**src/rtl/image_fetch_ctrl.sv**
```systemverilog
// Raster-scan ROM read sequencer: issues credit-limited reads into a 3-deep ROM pipeline and
// streams pixels through a small FIFO with sof/eol/eof markers over valid/ready.
module image_fetch_ctrl #(
  parameter int IMG_W      = 32,
  parameter int IMG_H      = 32,
  parameter int ADDR_W     = 10,
  parameter int DATA_W     = 24,
  parameter int FIFO_DEPTH = 8
) (
  input  logic              clk,
  input  logic              rst_n,
  input  logic              start,
  output logic              busy,
  output logic              done,
  output logic              rom_en,
  output logic [ADDR_W-1:0] rom_addr,
  input  logic [DATA_W-1:0] rom_data,
  output logic              m_valid,
  input  logic              m_ready,
  output logic [DATA_W-1:0] m_data,
  output logic              m_sof,
  output logic              m_eol,
  output logic              m_eof
);

  localparam int NPIX = IMG_W * IMG_H;
  localparam int PW   = $clog2(FIFO_DEPTH);
  localparam int CW   = PW + 1;
  localparam int OW   = CW + 1;
  localparam int XW   = (IMG_W > 1) ? $clog2(IMG_W) : 1;
  localparam int YW   = (IMG_H > 1) ? $clog2(IMG_H) : 1;

  typedef enum logic [1:0] {IDLE, RUN, DRAIN, DONE} state_t;

  state_t            state_q;
  logic              busy_q;
  logic              done_q;
  logic [ADDR_W-1:0] iss_addr_q;
  logic [2:0]        pv_q;
  logic [ADDR_W-1:0] a0_q;
  logic [ADDR_W-1:0] rom_addr_q;
  logic [DATA_W-1:0] mem_q [FIFO_DEPTH];
  logic [PW-1:0]     wr_ptr_q;
  logic [PW-1:0]     rd_ptr_q;
  logic [CW-1:0]     cnt_q;
  logic [XW-1:0]     x_q;
  logic [YW-1:0]     y_q;

  logic              push;
  logic              pop;
  logic [OW-1:0]     outstanding;

  assign push    = pv_q[2];
  assign m_valid = (cnt_q != '0);
  assign pop     = m_valid && m_ready;

  // Reads in flight are counted against FIFO space so a stalled sink can never overflow it.
  assign outstanding = OW'(cnt_q) + OW'(pv_q[0]) + OW'(pv_q[1]) + OW'(pv_q[2]) - OW'(pop);
  assign rom_en      = (state_q == RUN) && (outstanding < OW'(FIFO_DEPTH));

  assign rom_addr = rom_addr_q;
  assign busy     = busy_q;
  assign done     = done_q;
  assign m_data   = m_valid ? mem_q[rd_ptr_q] : '0;
  assign m_sof    = m_valid && (x_q == '0) && (y_q == '0);
  assign m_eol    = m_valid && (x_q == XW'(IMG_W - 1));
  assign m_eof    = m_eol && (y_q == YW'(IMG_H - 1));

  // Storage needs no reset: pointers and count define what is visible.
  always_ff @(posedge clk) begin
    if (push) begin
      mem_q[wr_ptr_q] <= rom_data;
    end
  end

  always_ff @(posedge clk) begin
    if (!rst_n) begin
      state_q    <= IDLE;
      busy_q     <= 1'b0;
      done_q     <= 1'b0;
      iss_addr_q <= '0;
      pv_q       <= '0;
      a0_q       <= '0;
      rom_addr_q <= '0;
      wr_ptr_q   <= '0;
      rd_ptr_q   <= '0;
      cnt_q      <= '0;
      x_q        <= '0;
      y_q        <= '0;
    end else begin
      pv_q <= {pv_q[1:0], rom_en};
      if (rom_en) begin
        a0_q       <= iss_addr_q;
        iss_addr_q <= iss_addr_q + ADDR_W'(1);
      end
      // The ROM samples the address two cycles after the enable; hold it otherwise.
      if (pv_q[0]) begin
        rom_addr_q <= a0_q;
      end

      if (push) begin
        wr_ptr_q <= wr_ptr_q + PW'(1);
      end
      if (pop) begin
        rd_ptr_q <= rd_ptr_q + PW'(1);
      end
      cnt_q <= cnt_q + CW'(push) - CW'(pop);

      if (pop) begin
        if (x_q == XW'(IMG_W - 1)) begin
          x_q <= '0;
          y_q <= (y_q == YW'(IMG_H - 1)) ? '0 : y_q + YW'(1);
        end else begin
          x_q <= x_q + XW'(1);
        end
      end

      case (state_q)
        IDLE: begin
          if (start) begin
            state_q    <= RUN;
            busy_q     <= 1'b1;
            iss_addr_q <= '0;
            x_q        <= '0;
            y_q        <= '0;
          end
        end
        RUN: begin
          if (rom_en && (iss_addr_q == ADDR_W'(NPIX - 1))) begin
            state_q <= DRAIN;
          end
        end
        DRAIN: begin
          if ((pv_q == '0) && (cnt_q == CW'(1)) && pop && m_eof) begin
            state_q <= DONE;
            done_q  <= 1'b1;
          end
        end
        default: begin
          state_q <= IDLE;
          busy_q  <= 1'b0;
          done_q  <= 1'b0;
        end
      endcase
    end
  end

endmodule

```
**config.mk**
```make
export PLATFORM = sky130hd
export DESIGN_NAME = image_fetch_ctrl
export DESIGN_NICKNAME = d
export VERILOG_FILES = /design/src/rtl/image_fetch_ctrl.sv
export SDC_FILE = /design/constraint.sdc
export NUM_CORES = 1
export LEC_CHECK = 0
export ABC_AREA = 1
export CAP_MARGIN = 10
export CORE_ASPECT_RATIO = 1.2
export CORE_UTILIZATION = 53
export CTS_BUF_LIST = sky130_fd_sc_hd__clkbuf_4 sky130_fd_sc_hd__clkbuf_8
export DETAILED_ROUTE_END_ITERATION = 16
export PLACE_DENSITY = 0.81
export SKIP_CTS_REPAIR_TIMING = 1
export SYNTH_ARGS = -nofsm -noshare
export SYNTH_HDL_FRONTEND = slang
export SYNTH_SLANG_ARGS = --single-unit
```
**constraint.sdc**
```tcl
create_clock -name clk -period 4.4 [get_ports clk]
set_input_delay 0.44 -clock clk [delete_from_list [all_inputs] [get_ports clk]]
set_output_delay 0.44 -clock clk [all_outputs]
set_load 0.005 [all_outputs]
```
Word-level counts from Yosys, hierarchy flattened --
Memories as Yosys holds them, arrays and structs flattened. A register that Yosys moved wholly into a read port is not among the register bits. Index checks and enable logic that the tools add are counted.
Operators by class: reduce and logical (&&, ||, !) cells 20, eq/ne operators 9, bitwise operators 2, magnitude comparators 1, multiplexer cells 25, add/subtract/negate cells 11
Operators by type and width (number):
- 5-bit two-way mux | 9
- 10-bit two-way mux | 3
- 24-bit two-way mux | 1
- 10-bit by 1-bit adder with 10-bit output, second input constant | 1
- 5-bit by 1-bit adder with 5-bit output | 2
- 5-bit by 1-bit adder with 5-bit output, second input constant | 2
- 10-bit == test, second input constant | 1
- 5-bit == test, second input constant | 2
- 1-bit logical AND | 10
- 5-bit logical NOT | 2
- 3-bit by 1-bit adder with 3-bit output, second input constant | 2
- 2-bit two-way mux | 3
- 3-bit two-way mux | 2
- 2-bit case mux with 3 select lines | 1
- 4-bit by 1-bit adder with 5-bit output | 1
- 5-bit by 4-bit < comparator with 1-bit output, second input constant | 1
- 5-bit by 1-bit subtractor with 5-bit output | 1
- 4-bit by 1-bit adder with 4-bit output | 1
- 4-bit by 1-bit == test with 1-bit output, second input constant | 1
- 1-bit two-way mux | 4
- 2-bit != test, second input constant | 2
- 1-bit case mux with 2 select lines | 2
- 2-bit AND reduction | 2
- 4-bit nonzero test | 1
- other kinds (9) | 11
Word-level totals: bits of input ports 28, memory bits (writable) 192, output and inout bits 41, word-level logic and storage cells 81, register bits after elaboration 57, memories 1
Memory list:
- mem_q | depth 8, bits a word 24, rd ports 1, clocked after memory_dff 1, wr ports 1, line 42 | logic [DATA_W-1:0] mem_q [FIFO_DEPTH];

Depth between registers and ports, before layout --
depth in word-level cells 9, gate-level depth with buffers 23, depth with buffers taken out 23

Least setup slack after synthesis --
No wires, ideal clock.
path type register to output, from register cnt_q[2], to output port rom_en, arrival time 2727 ps, stages on the path, launching flop included 22, path buffers 1, path slack 1233 ps, required time 3960 ps, cell sequence dfxtp_1 inv_1 ha_1 inv_1 nor2_1 nand2_2 nand2_1 inv_2 ha_1 fa_1 inv_1 ha_1 nand2_1 inv_1 nand2_1 nand2_1 nand2_1 nand2_2 nor2_4 nand2_4 inv_4 buf_6
Between the ends: elaborated cells on any way between the ends 8, those cells by class add/sub: 4; order compare: 1; reduce/logical: 3
RTL lines:
- start: declaration | line 45 | logic [CW-1:0] cnt_q;
- start signal: assignment | line 107 | cnt_q <= cnt_q + CW'(push) - CW'(pop);
- 4-bit nonzero test | line 54 | assign m_valid = (cnt_q != '0);
- 1-bit logical AND | line 55 | assign pop = m_valid && m_ready;
- via pop | line 50 | logic pop;
- 5-bit by 1-bit subtractor with 5-bit output | line 58 | assign outstanding = OW'(cnt_q) + OW'(pv_q[0]) + OW'(pv_q[1]) + OW'(pv_q[2]) - OW'(pop);
- 5-bit by 4-bit < comparator with 1-bit output | line 59 | assign rom_en = (state_q == RUN) && (outstanding < OW'(FIFO_DEPTH));
- 1-bit logical AND | line 59
- end: declaration | line 15 | output logic rom_en,
The timed path passes the listed nets, and every way through them passes these cells.

Worst setup path in the final report --
Ends and elaborated chain as after synthesis.

==> impl_metrics.yaml <==
status:
  status: "completed"
timing:
  post-route-period-util_pct: 93.8
  relSlewSlack_pct: 34.9
  worstMarginPinSlew_ns: 0.977
  drv_slew: 0
  clock_skew_ns: 0.0254
  fmax_mhz: 242
  setup_viol: 0
  period_minus_slack_ns: 4.13
  holdWs_ns: 0.436
  finalHoldViolations: 0
floorplanning:
  start_util_pct: 54.3
  die_h_um: 155
  io_pins: 69
  rows: 55
  dieWidth_um: 129
  dieArea_um2: 20000
  core_um2: 19000
grt:
  grt_start_max_net_pins: 97
  grtUsageTotal_pct: 21.3
  grt_antenna_before_repair: 1
  grt_pass1_wl_um: 32900
  overflow: 0
  grt_pass1_vias: 6877
synth:
  yosys_most_used_dff: "edfxtp_1"
  synth_cells: 938
  async_flop_share_pct: 0
  synth.most_common_cell: "nor2_1"
  synth_fp_nets: 991
  netlist_top_cells_area: "edfxtp_1 (56%), dfxtp_1 (12%), nor2_1 (7.7%)"
  synthTopCellsByCount: "nor2_1 (211), edfxtp_1 (192), o21ai_0 (148)"
  yosys_warnings: 0
  synth_edf_count: 192
  netlist_area_um2: 10300
  yosys.area.top_type: "edfxtp_1"
  avgSynthCellArea_um2: 11.0
  ys_seq_elements: 252
  synth_cell_types: 36
  yosysTopAreaCellShare_pct: 55.9
  seq_area_frac_synth_pct: 67.5
cells_and_area:
  fillers: 1459
  layout-drive-gt1-share_pct: 10.9
  antenna_cells: 0
  nNetsFinal: 1072
  syn_to_final_growth_pct: 17.5
worst_hold_path:
  hold-path-endpoint: "pv_q[2]$_SDFF_PN0_"
  worstHoldStart: "pv_q[1]$_SDFF_PN0_"
  hold_path_class: "flop to flop"
  worstHoldPathCells: 2
power_and_ir_drop:
  power.density_nw_per_um2: 569
  p_seq_share_pct: 39.7
  power.switching_mw: 2.19
  p_total_mw: 6.90
  ir_drop_uv: 445
  power_switching_share_pct: 31.8
  internal_power_mw: 4.71
  p_comb_share_pct: 32.0
  p_leak_nw: 4.26
  clkPwrFrac_pct: 28.3
place:
  place_congestion: 0.798
  portBuffers: 68
  dp_hpwl_um: 11900
critical_path:
  r2r_end: "a0_q[2]$_SDFFE_PN0P_"
  worstPathRequired_ns: 3.96
  startpoint_type: "flop"
  r2r_slack_ns: 1.26
  crit_fanout: 12
  critPathArrivalTime_ns: 3.69
  worstReg2RegStart: "cnt_q[2]$_SDFF_PN0_"
  worstRegToRegCells: 22
  worstSetupPathType: "flop to output pin"
  endpoint_kind: "output pin"
  worstSetupStartpoint: "cnt_q[2]$_SDFF_PN0_"
detailed_routing:
  dr.pass1.iters: 6
  wl_um: 21200
  viasPerCell: 5.46
  dr.first_iter.drc_count: 475
  wire_per_inst_um: 16.3
  vias: 7118
  drc_errors: 0
  ant_nets: 0
clock_network:
  cts_tree: "yes"
  htree_levels: 2
  clkTransAtPathRegs_ns: 0.06
  cts_root_buf: "clkbuf_8"
  cts-buffers-inserted: 39
  cts_sinks: 252
  clockBufferDepth: 3
  clock_latency_ns: 0.53
run:
  drv_cap: 0
-- placed cells by master, fill, tap and decap left out, drive strengths merged, types with 3 or more instances in the layout --
master | synthesis | routed
a211oi | 3 | 3
nor3 | 9 | 9
nand2 | 63 | 64
nand3 | 12 | 12
a21oi | 30 | 30
inv | 60 | 60
xor2 | 5 | 5
o21ai | 156 | 156
dfxtp | 60 | 60
clkdlybuf4s50 | 0 | 68
clkinv | 0 | 5
nor2 | 214 | 214
clkbuf | 32 | 62
edfxtp | 192 | 192
o22ai | 24 | 24
ha | 23 | 23
a31oi | 25 | 25
nand4 | 7 | 7
buf | 16 | 19
-- power groups by stage --
stage | clock network [mW] | registers (mW) | logic, mW
final | 1.95 | 2.74 | 2.21
after detailed placement | 0 | 2.79 | 2.12
after floorplan | 0 | 2.77 | 1.32
after CTS | 1.99 | 2.74 | 2.13
after global placement | 0 | 2.79 | 2.06
after global routing | 2.10 | 2.76 | 2.46
-- worst max-delay path, cell delays in order, from the launching register on --
cell,delay (ns)
dfxtp_1,0.29
inv_1,0.07
ha_1,0.16
inv_1,0.07
nor2_2,0.12
nand2_2,0.08
nand2_2,0.09
inv_4,0.07
ha_1,0.28
fa_1,0.36
inv_1,0.07
ha_1,0.23
nand2_1,0.08
inv_1,0.03
nand2_1,0.09
nand2_1,0.05
nand2_1,0.07
nand2_2,0.06
nor2_4,0.18
nand2_8,0.11
clkinv_8,0.09
clkdlybuf4s50_1,0.50
-- state kept, by name, indices dropped and copies added, names as in the netlist, named ones only --
name / cells
a0_q: 10
busy: 1
cnt_q: 4
done: 1
iss_addr_q: 10
mem_q: 192
pv_q: 3
rd_ptr_q: 3
rom_addr: 10
state_q: 2
wr_ptr_q: 3
x_q: 5
y_q: 5
-- cell type report --
type                    instances  area, um^2  share of cell area (%)
well taps                     256         320                    2.64
clock buffers                  62         722                    5.96
multi-input cells             579        2980                    24.6
repair buffers                 87         823                    6.79
flip-flops and latches        252        6970                    57.5
inverters                      60         240                    1.98
clock inverters                 8        68.8                   0.568
-- worst max-delay path by stage --
stage	to	cells past startpoint	slack (ns)
floorplan	rom_en	21	1.23
global route	rom_en	21	-0.008
detailed placement	rom_en	17	0.36
finish	rom_en	21	0.27
CTS	rom_en	21	0.04
global placement	rom_en	17	0.41
-- metrics by stage --
| step | TNS [ns] | util (%) | cell area [um^2] | setup WS (ns) | instances |
|---|---|---|---|---|---|
| after global routing | -0.00834 | 63.8 | 12100 | -0.00834 | 1304 |
| after floorplan | 0 | - | 10300 | 1.23 | 938 |
| after CTS | 0 | 63.4 | 12000 | 0.0404 | 1298 |
| after detailed placement | 0 | 59.3 | 11300 | 0.359 | 1228 |
| after global placement | 0 | 59.3 | 11300 | 0.410 | 1228 |
| final | 0 | 63.8 | 12100 | 0.274 | 1304 |
-- routing by layer --
metal	track usage (%)	part of all wire, %
met1	24.7	40
met3	4.25	6.1
met4	7.17	1.5
met2	38.6	52
met5	0	0.057
-- logic make-up (layout without fill, tap and decap cells) --
logic type	Yosys count	after routing	synth area share (%)
compound gates	240	240	12.5
buf+inv	108	217	4.32
simple gates	308	309	12.1
xor+xnor	5	5	0.425
fa+ha+maj	25	25	3.18
flops	252	252	67.5
(Power assumes the default switching activity.)
